===== config.mk =====
export PLATFORM = sky130hd
export DESIGN_NAME = coin_acceptor
export DESIGN_NICKNAME = d
export VERILOG_FILES = /design/src/rtl/coin_acceptor.sv
export SDC_FILE = /design/constraint.sdc
export NUM_CORES = 1
export LEC_CHECK = 0
export ABC_AREA = 1
export CAP_MARGIN = 40
export CORE_MARGIN = 2
export CORE_UTILIZATION = 39
export DETAILED_ROUTE_END_ITERATION = 12
export GPL_ROUTABILITY_DRIVEN = 0
export PLACE_DENSITY_LB_ADDON = 0.12
export SLEW_MARGIN = 20
export SYNTH_ARGS = -nofsm -noshare
export SYNTH_HDL_FRONTEND = slang
export SYNTH_SLANG_ARGS = --single-unit

===== constraint.sdc =====
create_clock -name clk_i -period 3.9 [get_ports clk_i]
set_clock_uncertainty 0.15 [all_clocks]
set_input_delay 0.78 -clock clk_i [delete_from_list [all_inputs] [get_ports clk_i]]
set_output_delay 0.78 -clock clk_i [all_outputs]
set_load 0.02 [all_outputs]

===== src/rtl/coin_acceptor.sv =====
// Coin acceptor front end: collects 1/3/5-unit coins against a latched cost,
// hands a cost/paid (or refund) request to the change machine, and owns the hopper inventory.
module coin_acceptor #(
  parameter int unsigned TIMEOUT_CYCLES = 200,
  parameter int unsigned INIT_COUNT     = 2
) (
  input  logic       clk_i,
  input  logic       rst_i,
  input  logic       start_i,
  input  logic [3:0] cost_i,
  input  logic       coin_valid_i,
  input  logic [2:0] coin_type_i,
  input  logic       cancel_i,
  output logic       coin_reject_o,
  output logic [3:0] paid_o,
  output logic       busy_o,
  output logic       req_valid_o,
  input  logic       req_ready_i,
  output logic [3:0] req_cost_o,
  output logic [3:0] req_paid_o,
  output logic       req_refund_o,
  input  logic       disp_valid_i,
  input  logic [2:0] disp_first_i,
  input  logic [2:0] disp_second_i,
  output logic [1:0] pentagons_o,
  output logic [1:0] triangles_o,
  output logic [1:0] circles_o
);

  typedef enum logic [1:0] {IDLE, COLLECT, REQUEST} state_e;

  localparam logic [7:0] TIMER_LAST = 8'(TIMEOUT_CYCLES - 1);
  localparam logic [1:0] CNT_INIT   = 2'(INIT_COUNT);
  localparam logic [1:0] NO_COIN    = 2'd3;

  state_e          state_q, state_d;
  logic [3:0]      cost_q, cost_d;
  logic [3:0]      paid_q, paid_d;
  logic [7:0]      timer_q, timer_d;
  logic            refund_q, refund_d;
  logic            coin_reject_q, coin_reject_d;
  // Hopper counts indexed 0 = circles (1), 1 = triangles (3), 2 = pentagons (5).
  logic [2:0][1:0] cnt_q, cnt_d;

  function automatic logic [1:0] code_to_idx(input logic [2:0] code);
    case (code)
      3'd1:    return 2'd0;
      3'd3:    return 2'd1;
      3'd5:    return 2'd2;
      default: return NO_COIN;
    endcase
  endfunction

  logic [1:0] coin_idx;
  logic       coin_room;
  logic [4:0] paid_sum;
  logic       coin_accept;

  always_comb begin
    coin_idx = code_to_idx(coin_type_i);
    case (coin_idx)
      2'd0:    coin_room = (cnt_q[0] != 2'd3);
      2'd1:    coin_room = (cnt_q[1] != 2'd3);
      2'd2:    coin_room = (cnt_q[2] != 2'd3);
      default: coin_room = 1'b0;
    endcase
    // Five-bit sum so an overpaying coin is refused instead of wrapping paid.
    paid_sum    = {1'b0, paid_q} + {2'b00, coin_type_i};
    coin_accept = (state_q == COLLECT) && coin_valid_i && !cancel_i &&
                  coin_room && (paid_sum <= 5'd15);
    coin_reject_d = coin_valid_i && !coin_accept;
  end

  always_comb begin
    // NOTE: every output of a combinational block gets a default first, so no path leaves it unassigned and infers a latch.
    cnt_d = cnt_q;
    for (int k = 0; k < 3; k++) begin
      logic [2:0] sum;
      logic [2:0] dec;
      logic [2:0] diff;
      sum = {1'b0, cnt_q[k]} + ((coin_accept && coin_idx == 2'(k)) ? 3'd1 : 3'd0);
      dec = 3'd0;
      if (disp_valid_i) begin
        if (code_to_idx(disp_first_i) == 2'(k))  dec = dec + 3'd1;
        if (code_to_idx(disp_second_i) == 2'(k)) dec = dec + 3'd1;
      end
      diff = sum - dec;
      if (sum <= dec)        cnt_d[k] = 2'd0;
      else if (diff > 3'd3)  cnt_d[k] = 2'd3;
      else                   cnt_d[k] = diff[1:0];
    end
  end

  always_comb begin
    state_d  = state_q;
    cost_d   = cost_q;
    paid_d   = paid_q;
    timer_d  = timer_q;
    refund_d = refund_q;
    case (state_q)
      IDLE: begin
        if (start_i && cost_i != 4'd0) begin
          cost_d  = cost_i;
          paid_d  = 4'd0;
          timer_d = 8'd0;
          state_d = COLLECT;
        end
      end
      COLLECT: begin
        if (coin_accept) begin
          paid_d  = paid_sum[3:0];
          timer_d = 8'd0;
        end else begin
          timer_d = timer_q + 8'd1;
        end
        if (cancel_i) begin
          state_d  = REQUEST;
          refund_d = 1'b1;
        end else if (coin_accept && paid_sum >= {1'b0, cost_q}) begin
          state_d  = REQUEST;
          refund_d = 1'b0;
        end else if (!coin_accept && timer_q == TIMER_LAST) begin
          state_d  = REQUEST;
          refund_d = 1'b1;
        end
      end
      REQUEST: begin
        if (req_ready_i) begin
          paid_d   = 4'd0;
          refund_d = 1'b0;
          state_d  = IDLE;
        end
      end
      default: state_d = IDLE;
    endcase
  end

  always_ff @(posedge clk_i or posedge rst_i) begin
    if (rst_i) begin
      state_q       <= IDLE;
      cost_q        <= 4'd0;
      paid_q        <= 4'd0;
      timer_q       <= 8'd0;
      refund_q      <= 1'b0;
      coin_reject_q <= 1'b0;
      cnt_q         <= {3{CNT_INIT}};
    end else begin
      // NOTE: non-blocking assignments keep every register sampling the pre-edge values of the others.
      state_q       <= state_d;
      cost_q        <= cost_d;
      paid_q        <= paid_d;
      timer_q       <= timer_d;
      refund_q      <= refund_d;
      coin_reject_q <= coin_reject_d;
      cnt_q         <= cnt_d;
    end
  end

  assign coin_reject_o = coin_reject_q;
  assign paid_o        = paid_q;
  assign busy_o        = (state_q != IDLE);
  assign req_valid_o   = (state_q == REQUEST);
  assign req_cost_o    = (req_valid_o && !refund_q) ? cost_q : 4'd0;
  assign req_paid_o    = req_valid_o ? paid_q : 4'd0;
  assign req_refund_o  = refund_q;
  assign circles_o     = cnt_q[0];
  assign triangles_o   = cnt_q[1];
  assign pentagons_o   = cnt_q[2];

endmodule


==> run_summary.xml, run 1 <==
<?xml version="1.0" encoding="UTF-8"?>
<metrics>
  <group name="status">
    <metric name="result_of_the_run" unit="">finished clean</metric>
  </group>
  <group name="detailed_routing">
    <metric name="vias" unit="">1744</metric>
    <metric name="routed_wire_length_per_instance" unit="µm">10.65</metric>
    <metric name="detail_route.drc_violations" unit="">0</metric>
    <metric name="drt-total-wl" unit="µm">4035</metric>
    <metric name="drt_first_iter_violations" unit="">72</metric>
    <metric name="drt-vias-per-instance" unit="">4.602</metric>
    <metric name="ant_nets" unit="">0</metric>
    <metric name="dr.pass1.iters" unit="">4</metric>
  </group>
  <group name="sta">
    <metric name="slew_limit_headroom" unit="">0.6317</metric>
    <metric name="min_period" unit="ps">3581</metric>
    <metric name="timing_worst_slew_pin_value" unit="ps">551.8</metric>
    <metric name="finalMaxSlewViolations" unit="">0</metric>
    <metric name="timing_hold_violations_final" unit="">0</metric>
    <metric name="postLayoutSetupSlackWorst" unit="ps">318.9</metric>
    <metric name="setup-violations-final" unit="">0</metric>
    <metric name="final_cycle_share" unit="">0.9182</metric>
    <metric name="max_freq" unit="MHz">279.2</metric>
    <metric name="hold_slack" unit="ps">341.5</metric>
    <metric name="setup_repair_after_global_routing_missed_its_margin" unit="">false</metric>
  </group>
  <group name="place">
    <metric name="place.detailed.hpwl" unit="µm">3370</metric>
    <metric name="place_ws" unit="ps">-24.55</metric>
    <metric name="port_buffers" unit="">41</metric>
  </group>
  <group name="synthesis">
    <metric name="post_synthesis_cell_type_count" unit="">30</metric>
    <metric name="synth_area_leader_cell" unit="">dfrtp_1</metric>
    <metric name="mappedNetlistArea" unit="µm²">1996</metric>
    <metric name="post-synth-top-area-fraction" unit="">0.2884</metric>
    <metric name="yosysWarnings" unit="">0</metric>
    <metric name="synth.top_cells.by_area" unit="">dfrtp_1 29%, ha_1 13%, nand2_1 10%, inv_1 9.8%, fa_1 7.0%</metric>
    <metric name="synth_nets" unit="">307</metric>
    <metric name="post_synthesis_sequential_element_count" unit="">26</metric>
    <metric name="syn-mean-instance-area" unit="µm²">7.676</metric>
    <metric name="syn_inst" unit="">260</metric>
    <metric name="yosysSeqAreaShare" unit="">0.3279</metric>
  </group>
  <group name="worst_setup_path">
    <metric name="cp_data_required_time" unit="ps">3950</metric>
    <metric name="critical_path_class" unit="">input port to flip-flop</metric>
    <metric name="r2r_end" unit="">triangles_o[0]</metric>
    <metric name="cp_num_buf_inv" unit="">4</metric>
    <metric name="timing.critical_path.max_delay_family" unit="">adder cells</metric>
    <metric name="timing.reg2reg.setup_slack" unit="ps">870</metric>
    <metric name="critPathSlowestCell" unit="">clkdlybuf4s50_1</metric>
    <metric name="launching_point_of_the_worst_reg2reg_path" unit="">paid_o[0]</metric>
    <metric name="critPathMaxStageDelay" unit="ps">430</metric>
    <metric name="worstSetupEndpointType" unit="">flip-flop</metric>
    <metric name="cp-startpoint" unit="">coin_type_i[0]</metric>
    <metric name="worst_r2r_path_depth" unit="">16</metric>
    <metric name="cp_max_fo" unit="">4</metric>
    <metric name="cp_cell_sequence" unit="">clkdlybuf4s50_1, ha_1, inv_1, fa_1, inv_1, nand3_1, nand2_1, nor2_2, nand2_4, nor4_2, ha_2, inv_1, fa_1, or2_2, o21ai_0, o21ai_1, a21oi_1</metric>
    <metric name="cpMostUsedCell" unit="">inv_1</metric>
    <metric name="worst_setup_sp_type" unit="">input port</metric>
    <metric name="worst_ep_arrival_time" unit="ps">3630</metric>
  </group>
  <group name="layout">
    <metric name="areaGrowthSynthToFinish" unit="%">31.03</metric>
    <metric name="final_net_count" unit="">357</metric>
    <metric name="num_antenna_cells" unit="">0</metric>
    <metric name="commonest_cells_after_routing_fill_and_taps_aside" unit="">55 x nand2_1, 52 x inv_1, 41 x clkdlybuf4s50_1</metric>
    <metric name="proportion_of_layout_cells_with_a_drive_suffix_above_1" unit="">0.08738</metric>
    <metric name="utilization" unit="">0.5220</metric>
    <metric name="layout.cells.most_common" unit="">nand2_1</metric>
  </group>
  <group name="global_routing">
    <metric name="grt_use_met1" unit="">0.2259</metric>
    <metric name="grt_use_total" unit="">0.1572</metric>
    <metric name="grt_remaining_overflow" unit="">0</metric>
    <metric name="global_route.peak_usage_layer" unit="">met2</metric>
    <metric name="grt_start_max_net_pins" unit="">16</metric>
    <metric name="antenna_violations_before_repair" unit="">0</metric>
    <metric name="grt.met2_usage" unit="">0.2531</metric>
    <metric name="grt_pass1_vias" unit="">1610</metric>
    <metric name="use_met3" unit="">0.03439</metric>
    <metric name="grt_first_pass_wirelength" unit="µm">6975</metric>
  </group>
  <group name="clock_tree">
    <metric name="number_of_clock_sinks_seen_by_cts" unit="">26</metric>
    <metric name="postCtsSetupRepairBufs" unit="">0</metric>
    <metric name="root_buffer" unit="">clkbuf_8</metric>
    <metric name="tritoncts" unit="">done</metric>
    <metric name="cts_buffer_depth" unit="">2</metric>
    <metric name="cts-buffers-inserted" unit="">3</metric>
    <metric name="cts_max_level" unit="">1</metric>
    <metric name="clock_insertion_delay_worst_skew" unit="ps">270</metric>
    <metric name="clk_pin_slew_worst_paths" unit="ps">90</metric>
  </group>
  <group name="floorplanning">
    <metric name="die_width" unit="µm">75.54</metric>
    <metric name="starting_density" unit="">0.3984</metric>
    <metric name="die_area" unit="µm²">5706</metric>
    <metric name="core_area" unit="µm²">5010</metric>
    <metric name="die_height" unit="µm">75.54</metric>
    <metric name="pin_count" unit="">42</metric>
    <metric name="floorplan.rows" unit="">26</metric>
  </group>
  <group name="run">
    <metric name="maxCapViolCount" unit="">0</metric>
  </group>
  <group name="hold_path">
    <metric name="whs_path_depth" unit="">2</metric>
    <metric name="timing.hold.worst.class" unit="">flip-flop to flip-flop</metric>
    <metric name="beginning_of_the_worst_hold_path" unit="">cost_q[1]</metric>
    <metric name="holdPathEnd" unit="">cost_q[1]</metric>
  </group>
  <group name="power_and_ir_drop">
    <metric name="pwr_density_cell" unit="nW/µm²">452.7</metric>
    <metric name="power.ir.vdd_worst" unit="mV">0.2414</metric>
    <metric name="total_leakage_power" unit="nW">1.313</metric>
  </group>
</metrics>
-- logic make-up after synthesis --
| family | after synthesis | share of synthesized area |
|---|---|---|
| compound gates | 30 | 0.08276 |
| fa+ha+maj | 27 | 0.1956 |
| xor+xnor | 9 | 0.03950 |
| simple gates | 112 | 0.2483 |
| buf+inv | 56 | 0.1060 |
| flops | 26 | 0.3279 |
-- stage by stage --
step	TNS (ps)	area (µm²)	power, W	std cells
after global placement	0	2520	0.001005	374
after floorplan	0	1996	0.0008082	260
final	0	2615	0.001184	379
after detailed placement	-42.17	2547	0.001017	375
after global routing	0	2615	0.001296	379
after CTS	0	2603	0.001199	379
-- flip-flops by register name, summed over array words and instances (netlist names) --
| signal | flops |
|---|---|
| state_q | 2 |
| req_refund_o | 1 |
| cost_q | 4 |
| triangles_o | 2 |
| timer_q | 8 |
| pentagons_o | 2 |
| paid_o | 4 |
| coin_reject_o | 1 |
| circles_o | 2 |
-- final cells by class --
type	instances	area [µm²]
fillers	521	2395
multi-input cells	178	1142
flip-flops and latches	26	654.4
repair buffers	46	467.9
inverters	55	207.7
well taps	70	87.58
clock buffers	4	55.05
-- synth_stat cells, drive strengths merged --
| library cell | count |
|---|---|
| nor4 | 1 |
| clkinv | 1 |
| dfrtp | 23 |
| clkbuf | 1 |
| ha | 20 |
| nor3 | 4 |
| fa | 7 |
| nor2 | 25 |
| or2 | 2 |
| inv | 54 |
| nor3b | 2 |
| a21oi | 11 |
| nand2 | 57 |
| dfstp | 3 |
| nand3 | 18 |
| xor2 | 5 |
| o21ai | 15 |
| nand4 | 3 |
| o22ai | 2 |
| o31ai | 1 |
| a21boi | 1 |
| xnor2 | 4 |
-- worst max path at each step --
| stage | endpoint | slack [ps] | depth (start not counted) |
|---|---|---|---|
| after global routing | triangles_o[0] | 30 | 17 |
| after floorplan | triangles_o[1] | 620 | 16 |
| after global placement | triangles_o[1] | 110 | 17 |
| after CTS | triangles_o[1] | 260 | 17 |
| after detailed placement | triangles_o[0] | -20 | 17 |
| final | triangles_o[0] | 320 | 17 |
-- per-layer routing --
layer | routed length (µm) | vias to the layer above
met2 | 1828 | 29
li1 | - | 912
met4 | 0 | 0
met5 | 0 | -
met1 | 2052 | 803
met3 | 154 | 0
-- tightest hold or removal path, stage by stage (launching register included) --
cell     delay, ps
dfrtp_1        360
nand2_1         50
o21ai_0         60
-- power breakdown --
| part | total [W] | internal [W] | switching (W) |
|---|---|---|---|
| logic | 0.000606 | 0.000251 | 0.000355 |
| clock network | 0.000178 | 0.0000904 | 0.0000875 |
| registers | 0.000400 | 0.000340 | 0.0000601 |
-- repair_timing --
item	in CTS	in global routing
endpoints found under the setup margin	0	2
hold buffers	0	0
gates resized for setup	0	4
hold endpoints to repair	0	0
Note: power is estimated with default switching activity, not from simulation.
==> run 2, diff against run 1 <==
--- a/config.mk
+++ b/config.mk
@@ -11,6 +11,7 @@
 export CORE_UTILIZATION = 39
 export DETAILED_ROUTE_END_ITERATION = 12
 export GPL_ROUTABILITY_DRIVEN = 0
+export GPL_TIMING_DRIVEN = 1
 export PLACE_DENSITY_LB_ADDON = 0.12
 export SLEW_MARGIN = 20
 export SYNTH_ARGS = -nofsm -noshare
==> results of run 2 <==
No change in the layout: final DEF, timing and power equal those of run 1.
